==> config.mk <==
export PLATFORM = sky130hd
export DESIGN_NAME = max7219_chain_if
export DESIGN_NICKNAME = d
export VERILOG_FILES = /design/src/rtl/max7219_pkg.sv /design/src/rtl/max7219_bit_timer.sv /design/src/rtl/max7219_chain_if.sv
export SDC_FILE = /design/constraint.sdc
export NUM_CORES = 1
export LEC_CHECK = 0
export ABC_CLOCK_PERIOD_IN_PS = 2900
export CAP_MARGIN = 40
export CORE_ASPECT_RATIO = 0.5
export CORE_MARGIN = 2
export CORE_UTILIZATION = 35
export DETAILED_ROUTE_END_ITERATION = 6
export PLACE_DENSITY = 0.69
export SYNTH_ARGS = -nofsm -noshare
export SYNTH_HDL_FRONTEND = slang
export SYNTH_SLANG_ARGS = --single-unit
==> constraint.sdc <==
create_clock -name clk -period 2.9 [get_ports clk]
set_input_delay 0.87 -clock clk [delete_from_list [all_inputs] [get_ports clk]]
set_output_delay 0.87 -clock clk [all_outputs]
set_load 0.02 [all_outputs]
==> src/rtl/max7219_pkg.sv <==
// Shared constants and types for the MAX7219 serial front-ends.
// Register addresses occupy bits [11:8] of each 16-bit device word.
package max7219_pkg;

  localparam int          C_MAX7219_WORD_W = 16;
  localparam logic [15:0] C_MAX7219_NOOP   = 16'h0000;

  localparam logic [3:0] C_REG_NOOP       = 4'h0;
  localparam logic [3:0] C_REG_DIGIT0     = 4'h1;
  localparam logic [3:0] C_REG_DIGIT1     = 4'h2;
  localparam logic [3:0] C_REG_DIGIT2     = 4'h3;
  localparam logic [3:0] C_REG_DIGIT3     = 4'h4;
  localparam logic [3:0] C_REG_DIGIT4     = 4'h5;
  localparam logic [3:0] C_REG_DIGIT5     = 4'h6;
  localparam logic [3:0] C_REG_DIGIT6     = 4'h7;
  localparam logic [3:0] C_REG_DIGIT7     = 4'h8;
  localparam logic [3:0] C_REG_DECODE     = 4'h9;
  localparam logic [3:0] C_REG_INTENSITY  = 4'hA;
  localparam logic [3:0] C_REG_SCAN_LIMIT = 4'hB;
  localparam logic [3:0] C_REG_SHUTDOWN   = 4'hC;
  localparam logic [3:0] C_REG_TEST       = 4'hF;

  typedef enum logic [1:0] {
    ST_IDLE  = 2'd0,
    ST_SHIFT = 2'd1,
    ST_LOAD  = 2'd2,
    ST_DONE  = 2'd3
  } state_t;

endpackage

==> src/rtl/max7219_bit_timer.sv <==
// Half-period counter for the serial clock. rise_tick marks the last cycle of
// the low half, bit_tick the last cycle of the high half (end of a bit).
module max7219_bit_timer #(
  parameter int G_MAX_HALF_PERIOD = 4
) (
  input  logic clk,
  input  logic rst_n,
  input  logic en,
  output logic rise_tick,
  output logic bit_tick
);

  localparam int CW = (G_MAX_HALF_PERIOD > 1) ? $clog2(G_MAX_HALF_PERIOD) : 1;
  localparam logic [CW-1:0] C_LAST = CW'(G_MAX_HALF_PERIOD - 1);

  logic [CW-1:0] cnt;
  logic          high;
  logic          wrap;

  assign wrap = en && (cnt == C_LAST);

  // Held cleared while disabled so every frame starts on a fresh low half.
  always_ff @(posedge clk or negedge rst_n) begin
    if (!rst_n) begin
      cnt  <= '0;
      high <= 1'b0;
    end else if (!en) begin
      cnt  <= '0;
      high <= 1'b0;
    end else if (wrap) begin
      cnt  <= '0;
      high <= ~high;
    end else begin
      cnt <= cnt + 1'b1;
    end
  end

  assign rise_tick = wrap & ~high;
  assign bit_tick  = wrap & high;

endmodule

==> src/rtl/max7219_chain_if.sv <==
// Shifts a whole daisy-chain frame (one word per device, MSB of the frame
// first) and optionally pulses LOAD so all devices latch together.
module max7219_chain_if
  import max7219_pkg::*;
#(
  parameter int G_NB_MATRIX       = 8,
  parameter int G_MAX_HALF_PERIOD = 4,
  parameter int G_LOAD_DURATION   = 4
) (
  input  logic                            clk,
  input  logic                            rst_n,
  input  logic                            i_start,
  input  logic                            i_en_load,
  input  logic [16*G_NB_MATRIX-1:0]       i_data,
  input  logic [G_NB_MATRIX-1:0]          i_mask,
  output logic                            o_max7219_clk,
  output logic                            o_max7219_data,
  output logic                            o_max7219_load,
  output logic                            o_busy,
  output logic                            o_done
);

  localparam int FW = C_MAX7219_WORD_W * G_NB_MATRIX;
  localparam int BW = $clog2(FW + 1);
  localparam int LW = $clog2(G_LOAD_DURATION + 1);
  localparam logic [BW-1:0] C_LAST_BIT  = BW'(FW - 1);
  localparam logic [LW-1:0] C_LAST_LOAD = LW'(G_LOAD_DURATION - 1);

  state_t        state, state_nxt;
  logic [FW-1:0] sreg, frame_masked;
  logic [BW-1:0] bit_cnt;
  logic [LW-1:0] load_cnt;
  logic          en_load_q, clk_q;
  logic          accept, shifting, rise_tick, bit_tick, last_bit, load_end;

  always_comb begin
    frame_masked = '0;
    for (int k = 0; k < G_NB_MATRIX; k++) begin
      frame_masked[16*k +: 16] = i_mask[k] ? i_data[16*k +: 16] : C_MAX7219_NOOP;
    end
  end

  // Starts are honoured in IDLE and in the DONE cycle (back-to-back frames).
  assign accept   = i_start && ((state == ST_IDLE) || (state == ST_DONE));
  assign shifting = (state == ST_SHIFT);
  assign last_bit = (bit_cnt == C_LAST_BIT);
  assign load_end = (load_cnt == C_LAST_LOAD);

  max7219_bit_timer #(
    .G_MAX_HALF_PERIOD(G_MAX_HALF_PERIOD)
  ) u_bit_timer (
    .clk      (clk),
    .rst_n    (rst_n),
    .en       (shifting),
    .rise_tick(rise_tick),
    .bit_tick (bit_tick)
  );

  always_ff @(posedge clk or negedge rst_n) begin
    if (!rst_n) state <= ST_IDLE;
    else        state <= state_nxt;
  end

  always_comb begin
    state_nxt = state;
    case (state)
      ST_IDLE:  if (accept) state_nxt = ST_SHIFT;
      ST_SHIFT: if (bit_tick && last_bit) state_nxt = en_load_q ? ST_LOAD : ST_DONE;
      ST_LOAD:  if (load_end) state_nxt = ST_DONE;
      ST_DONE:  state_nxt = accept ? ST_SHIFT : ST_IDLE;
      default:  state_nxt = ST_IDLE;
    endcase
  end

  always_ff @(posedge clk or negedge rst_n) begin
    if (!rst_n) begin
      sreg      <= '0;
      bit_cnt   <= '0;
      en_load_q <= 1'b0;
      clk_q     <= 1'b0;
      load_cnt  <= '0;
    end else begin
      if (accept) begin
        sreg      <= frame_masked;
        bit_cnt   <= '0;
        en_load_q <= i_en_load;
      end else if (shifting && bit_tick) begin
        sreg    <= {sreg[FW-2:0], 1'b0};
        bit_cnt <= bit_cnt + 1'b1;
      end
      if (rise_tick)                  clk_q <= 1'b1;
      else if (bit_tick || !shifting) clk_q <= 1'b0;
      if (state == ST_LOAD) load_cnt <= load_cnt + 1'b1;
      else                  load_cnt <= '0;
    end
  end

  always_comb begin
    o_busy         = shifting || (state == ST_LOAD);
    o_done         = (state == ST_DONE);
    o_max7219_load = (state == ST_LOAD);
    o_max7219_clk  = clk_q;
    o_max7219_data = shifting & sreg[FW-1];
  end

endmodule
# Word-level counts from Yosys, hierarchy flattened
# Index checks and enable logic that the tools add are counted.
dict set report op_classes {
  bitwise_logic 4
  reduce_logical 12
  mux 25
  eq_ne 10
  addsub 3
}
# operator count
set op_table {}
lappend op_table {{2-to-1 mux 128 bit} 2}
lappend op_table {{2-to-1 mux 16 bit} 8}
lappend op_table {{2-to-1 mux 8 bit} 2}
lappend op_table {{2-to-1 mux 2 bit} 5}
lappend op_table {{adder 8 x 1 -> 8 bit (second input constant)} 1}
lappend op_table {{== test 8 x 7 -> 1 bit (second input constant)} 1}
lappend op_table {{one-hot mux 2 bit (4 select lines)} 1}
lappend op_table {{== test 2 bit (second input constant)} 3}
lappend op_table {{2-to-1 mux 1 bit} 6}
lappend op_table {{inequality test 2 x 1 -> 1 bit (second input constant)} 3}
lappend op_table {{logical AND 1 bit} 4}
lappend op_table {{nonzero test 2 bit} 2}
lappend op_table {{adder 3 x 1 -> 3 bit (second input constant)} 1}
lappend op_table {{bitwise AND 1 bit} 3}
lappend op_table {{== test 3 x 2 -> 1 bit (second input constant)} 1}
lappend op_table {{logical OR 1 bit} 3}
lappend op_table {{2-to-1 mux 3 bit} 1}
lappend op_table {{AND reduction 3 bit} 1}
lappend op_table {{adder 2 x 1 -> 2 bit (second input constant)} 1}
lappend op_table {{== test 2 x 1 -> 1 bit (second input constant)} 1}
lappend op_table {{logical NOT 2 bit} 1}
lappend op_table {{inequality test 2 bit (second input constant)} 1}
lappend op_table {{logical NOT 1 bit} 1}
lappend op_table {{NOT 1 bit} 1}
dict set report word_totals {
  word_cells 62
  out_inout_bits 5
  ff_bits 146
  in_bits 140
}

# Longest topological paths before layout
dict set report logic_depth {
  depth_word 6
  mapped_depth 8
  ltp_nobuf 6
}

# Hierarchy
# Synthesis repeated with hierarchy kept, for this count alone.
dict set report hier_totals {
  cells_unflattened 800
  area_unflattened_um2 6840.3
}
# mod area_per_inst_um2 instances seq_area_each_um2 cells_per_inst
set modules_own_cells {}
lappend modules_own_cells {max7219_chain_if 6705.2 1 3578.4 789}
lappend modules_own_cells {max7219_bit_timer 135.1 1 75.1 11}

# Worst setup path before layout
# OpenSTA, ideal clock, no wires.
dict set report synth_path {
  kind {register to register}
  from {register state[0]}
  to {register state[0]}
  path_stages_with_launch 8
  n_path_buf 1
  setup_ns 0.125
  t_arrival_ns 1.751
  setup_slack_ns 1.025
  cell_sequence {dfrtp_1 > inv_1 > ha_1 > nand2b_1 > buf_2 > a222oi_1 > nand2_1 > mux2_2}
}
dict set report synth_between {
  elab_chain_cells 6
}
# item line_no
set synth_lines {}
lappend synth_lines {{start, declared} max7219_chain_if.sv:29} ;# state_t state, state_nxt;
lappend synth_lines {{start signal, assigned} max7219_chain_if.sv:61} ;# else state <= state_nxt;
lappend synth_lines {{== test 2 x 1 -> 1 bit} {max7219_chain_if.sv:45, max7219_chain_if.sv:66}}
lappend synth_lines {{logical AND 1 bit} max7219_bit_timer.sv:20} ;# assign wrap = en && (cnt == C_LAST);
lappend synth_lines {{bitwise AND 1 bit} max7219_bit_timer.sv:39} ;# assign bit_tick = wrap & high;
lappend synth_lines {{logical AND 1 bit} max7219_chain_if.sv:68} ;# ST_SHIFT: if (bit_tick && last_bit) state_nxt = en_load_q ? ST_LOAD : ST_DONE;
lappend synth_lines {{inequality test 2 x 1 -> 1 bit (no line)} --}
lappend synth_lines {{AND reduction 3 bit (no line)} --}
# Several ways; a longest one is shown, not always the timed one.
# A chain may end at the register's enable or synchronous reset.

# Final worst setup path
dict set report layout_path {
  from {register state[0]}
  to {output o_busy}
}
dict set report layout_between {
  elab_chain_cells 2
}
# item line_no
set layout_lines {}
lappend layout_lines {{== test 2 x 1 -> 1 bit or == test 2 bit (tied branches)} {max7219_chain_if.sv:45, max7219_chain_if.sv:99}}
lappend layout_lines {{logical OR 1 bit *} max7219_chain_if.sv:99} ;# o_busy = shifting || (state == ST_LOAD);
lappend layout_lines {{end, declared} max7219_chain_if.sv:19} ;# output logic o_busy,
# Every way passes the cells marked *; elsewhere a longest branch is shown, timed or not.

==> results by group <==
Run status
  – Status: complete, no violations

STA
  – Max Clock Skew: 0.00950 ns
  – RSZ-0062 raised after global routing: no
  – Hold slack: 0.381 ns
  – Final setup viols: 0
  – Fin crit period: 2.75 ns
  – Fin. max-slew vios: 0
  – Relative slew slack: 54.5%
  – Period Utilization, post-route: 94.7%
  – Setup TNS: 0 ns
  – Fmax: 364 MHz
  – Worst-Margin Slew: 0.683 ns
  – Final Hold Vio Count: 0

Finish
  – Nets: 1050
  – Final core utilization: 47.1%
  – Area grow syn2layout: 33.3%
  – Fraction of layout cells with a size suffix above 1: 5.47%
  – Fillers: 1874
  – Post-Layout Cell Count: 1180
  – ANT cells: 0

Clocking
  – CTS clk-pin slew, worst paths: 0.06 ns
  – CTS Buffer Depth: 2
  – Clock Latency Late Sink: 0.41 ns
  – Num Clock Sinks: 146
  – H-tree levels: 4
  – Post-CTS setup buffers: 0
  – CTS tree: done
  – CTS Buf Count: 17
  – Root Buffer: clkbuf_16

Critical path
  – CP Capture Type: output pin
  – Worst Reg-to-Reg Cells: 6
  – CP Buf/Inv Count: 2
  – Critical path depth in cells: 3
  – Worst r2r dst: sreg[52]$_DFFE_PN0P_
  – Max stage delay on crit path: 0.63 ns
  – Critical path startpoint: state[0]$_DFFE_PN0P_
  – Worst reg2reg path startpoint: state[1]$_DFFE_PN0P_
  – Kind of start point of the critical path: register
  – Worst EP arrival: 1.88 ns
  – Critical Path RT: 2.03 ns
  – Cell family with most CP delay: buffers and inverters
  – Critical Path Fanout Max: 4
  – Worst path slowest cell: clkdlybuf4s50_1
  – Critical-path cell list: inv_1, ha_1, clkdlybuf4s50_1
  – Slack of the worst reg-to-reg path: 0.84 ns
  – Critical path class: register to output pin
  – Worst setup path end: o_busy

Route
  – Post-Route WL: 17100 µm
  – First-pass DRT Iterations: 5
  – Vias: 6070
  – # DRC: 0
  – Iter 0 DRT Violations: 388
  – WL per Instance: 14.5 µm
  – Via density: 5.14
  – Antenna viol nets, final: 0

Floorplanning
  – Die Height: 103 µm
  – Initial Utilization: 35.3%
  – # rows: 36
  – Die area: 20700 µm²
  – Die W: 201 µm
  – Ports: 145
  – Core Area: 19300 µm²

Logic synthesis
  – Syn_nets: 948
  – Yosys cell types: 29
  – Post-synth top area share: 53.6%
  – Syn Area/Cell: 8.52 µm²
  – FF+latch count, synth: 146
  – Cell accounting for the most synthesized area: dfrtp_1
  – Syn Inst Count: 800
  – Synthesized area: 6810 µm²
  – Seq/Total Area, Yosys: 53.6%
  – Yosys warning total: 0
  – Area contributors post-synth: dfrtp_1 54%, nand2_1 15%, a31oi_1 12%

Placed design
  – RD Place Congestion: 0.742
  – HPWL Detailed: 11000 µm
  – Port Buffers: 144
  – Placed cells: 1149

Power and ir drop
  – Register share of total power: 40.8%
  – Worst vdd ir: 392 µV
  – P_sw: 2.98 mW
  – Clock share of power: 25.6%
  – Combinational Power Share: 33.6%
  – Leakage: 3.87 nW
  – Total power: 8.74 mW
  – Pint: 5.76 mW
  – Pwr dens: 963 nW/µm²
  – Sw Ratio: 34.1%

Global route
  – First-pass GRT wire length: 28200 µm
  – Via count of the first global-routing pass: 5729
  – Overflow after GRT: 0
  – Total track usage: 16.7%
  – Pin count of the biggest net entering global routing: 72
  – Initial antenna violation count: 0

Run
  – Max_cap viols: 0

Hold path
  – Hold WC Path Type: input pin to asynchronous set/reset pin
[worst register-to-register path, stage by stage, from the launching register on]
cell     delay (ns)
dfrtp_1        0.40
inv_1          0.10
ha_2           0.26
and3_4         0.62
buf_4          0.33
nand2_1        0.09
a31oi_1        0.18
[stage by stage]
stage / area (µm²) / setup slack, ns
after detailed placement: 8480 / 0.423
after global placement: 8480 / 0.468
after floorplan: 6810 / 1.02
final: 9080 / 0.154
after global routing: 9080 / 0.0447
after CTS: 9080 / 0.0510
[per-layer routing]
layer  up-vias  share of wire [%]  global-route usage (%)
met4         0               0.97                    5.43
met3        15                2.6                    2.97
li1       2969                  -                       -
met5         -                  0                       0
met2        95                 49                    27.9
met1      2991                 48                    22.5
[registers in the layout, summed over array words and instances, names as in the netlist]
signal and count:
o_max7219_clk 1, bit_cnt 8, sreg 128, u_bit_timer.cnt 2
load_cnt 3, state 2, u_bit_timer.high 1, en_load_q 1
[Yosys cell counts]
cell type,instances
nand3_2,1
xnor2_1,4
buf_1,15
buf_4,1
nor4_1,1
a211oi_1,1
nand4_1,1
nand2b_1,4
nand3_1,5
a222oi_1,1
ha_1,8
inv_1,6
clkbuf_1,37
nand4b_1,1
buf_2,21
xor2_1,2
nor2b_1,3
and2_1,3
nand2_1,264
or3_1,1
and3_1,1
o21ai_0,3
a31oi_1,127
dfrtp_1,146
a21oi_1,131
nor3_1,3
nor2_1,6
mux2_2,2
buf_6,1
[timing repair]
action | 4_1_cts | 5_1_grt
setup endpoints to repair | 1 | 1
resized for setup | 1 | 1
cloned | 0 | 0
endpoints found under the hold margin | 0 | 0
hold buffers | 0 | 0
[worst min-delay path by stage]
stage / depth (start not counted) / slack, ns / end
after floorplan: 1 / 0.41 / load_cnt[0]$_DFF_PN0_
after CTS: 1 / 0.40 / sreg[54]$_DFFE_PN0P_
after global routing: 1 / 0.42 / sreg[54]$_DFFE_PN0P_
final: 1 / 0.38 / sreg[54]$_DFFE_PN0P_
after detailed placement: 1 / 0.43 / load_cnt[0]$_DFF_PN0_
after global placement: 1 / 0.42 / load_cnt[0]$_DFF_PN0_
[placed cells by master (no fill, tap or decap)]
cell,instances
and3_4,1
mux2_2,2
clkinv_2,4
clkinv_4,1
xnor2_1,4
a31oi_1,127
ha_1,7
xor2_1,2
dlymetal6s2s_1,1
nor2b_1,3
nor3_1,3
clkdlybuf4s50_1,142
nand2_1,264
dfrtp_1,146
inv_1,6
nand2b_4,1
a222oi_1,1
nor4_1,1
a21oi_1,131
clkinvlp_4,2
bufinv_16,3
clkbuf_8,2
a211oi_1,1
clkbuf_16,17
ha_2,1
and2_1,3
or3_1,1
clkbuf_1,2
o21ai_0,3
nand4_1,1
buf_12,7
buf_4,7
buf_6,1
nand2b_1,3
nor2_1,6
nand4b_1,1
nand3_1,5
nand3_4,1
[logic make-up (layout without fill, tap and decap cells)]
kind of cell               after synthesis  after routing  share of synthesized area [%]
and+or+nand+nor                        294            294                           17.0
xor gates and xnor gates                 6              6                          0.771
muxes                                    2              2                          0.331
adders and majority gates                8              8                           1.47
DFF                                    146            146                           53.6
AOI/OAI and AO/OA                      263            263                           21.8
buffers and inverters                   81            195                           5.01
[power groups by stage]
stage / sequential, mW / clock (mW) / combinational [mW]
after detailed placement: 3.59 / 0 / 2.95
after global routing: 3.69 / 2.37 / 3.36
after global placement: 3.55 / 0 / 2.84
final: 3.56 / 2.24 / 2.94
after floorplan: 3.45 / 0 / 2.14
after CTS: 3.56 / 2.30 / 2.98
[area by class of cell]
cell class                      instances  area [µm²]  share of cell area [%]
Sequential cell                       146        3650                    40.2
Multi-Input combinational cell        573        2840                    31.3
Timing Repair Buffer                  158        1640                    18.0
Clock buffer                           21         460                    5.07
Tap cell                              266         333                    3.66
Clock inverter                         10         134                    1.47
Inverter                                6        22.5                   0.248
Power figures use the tool's default switching activity.
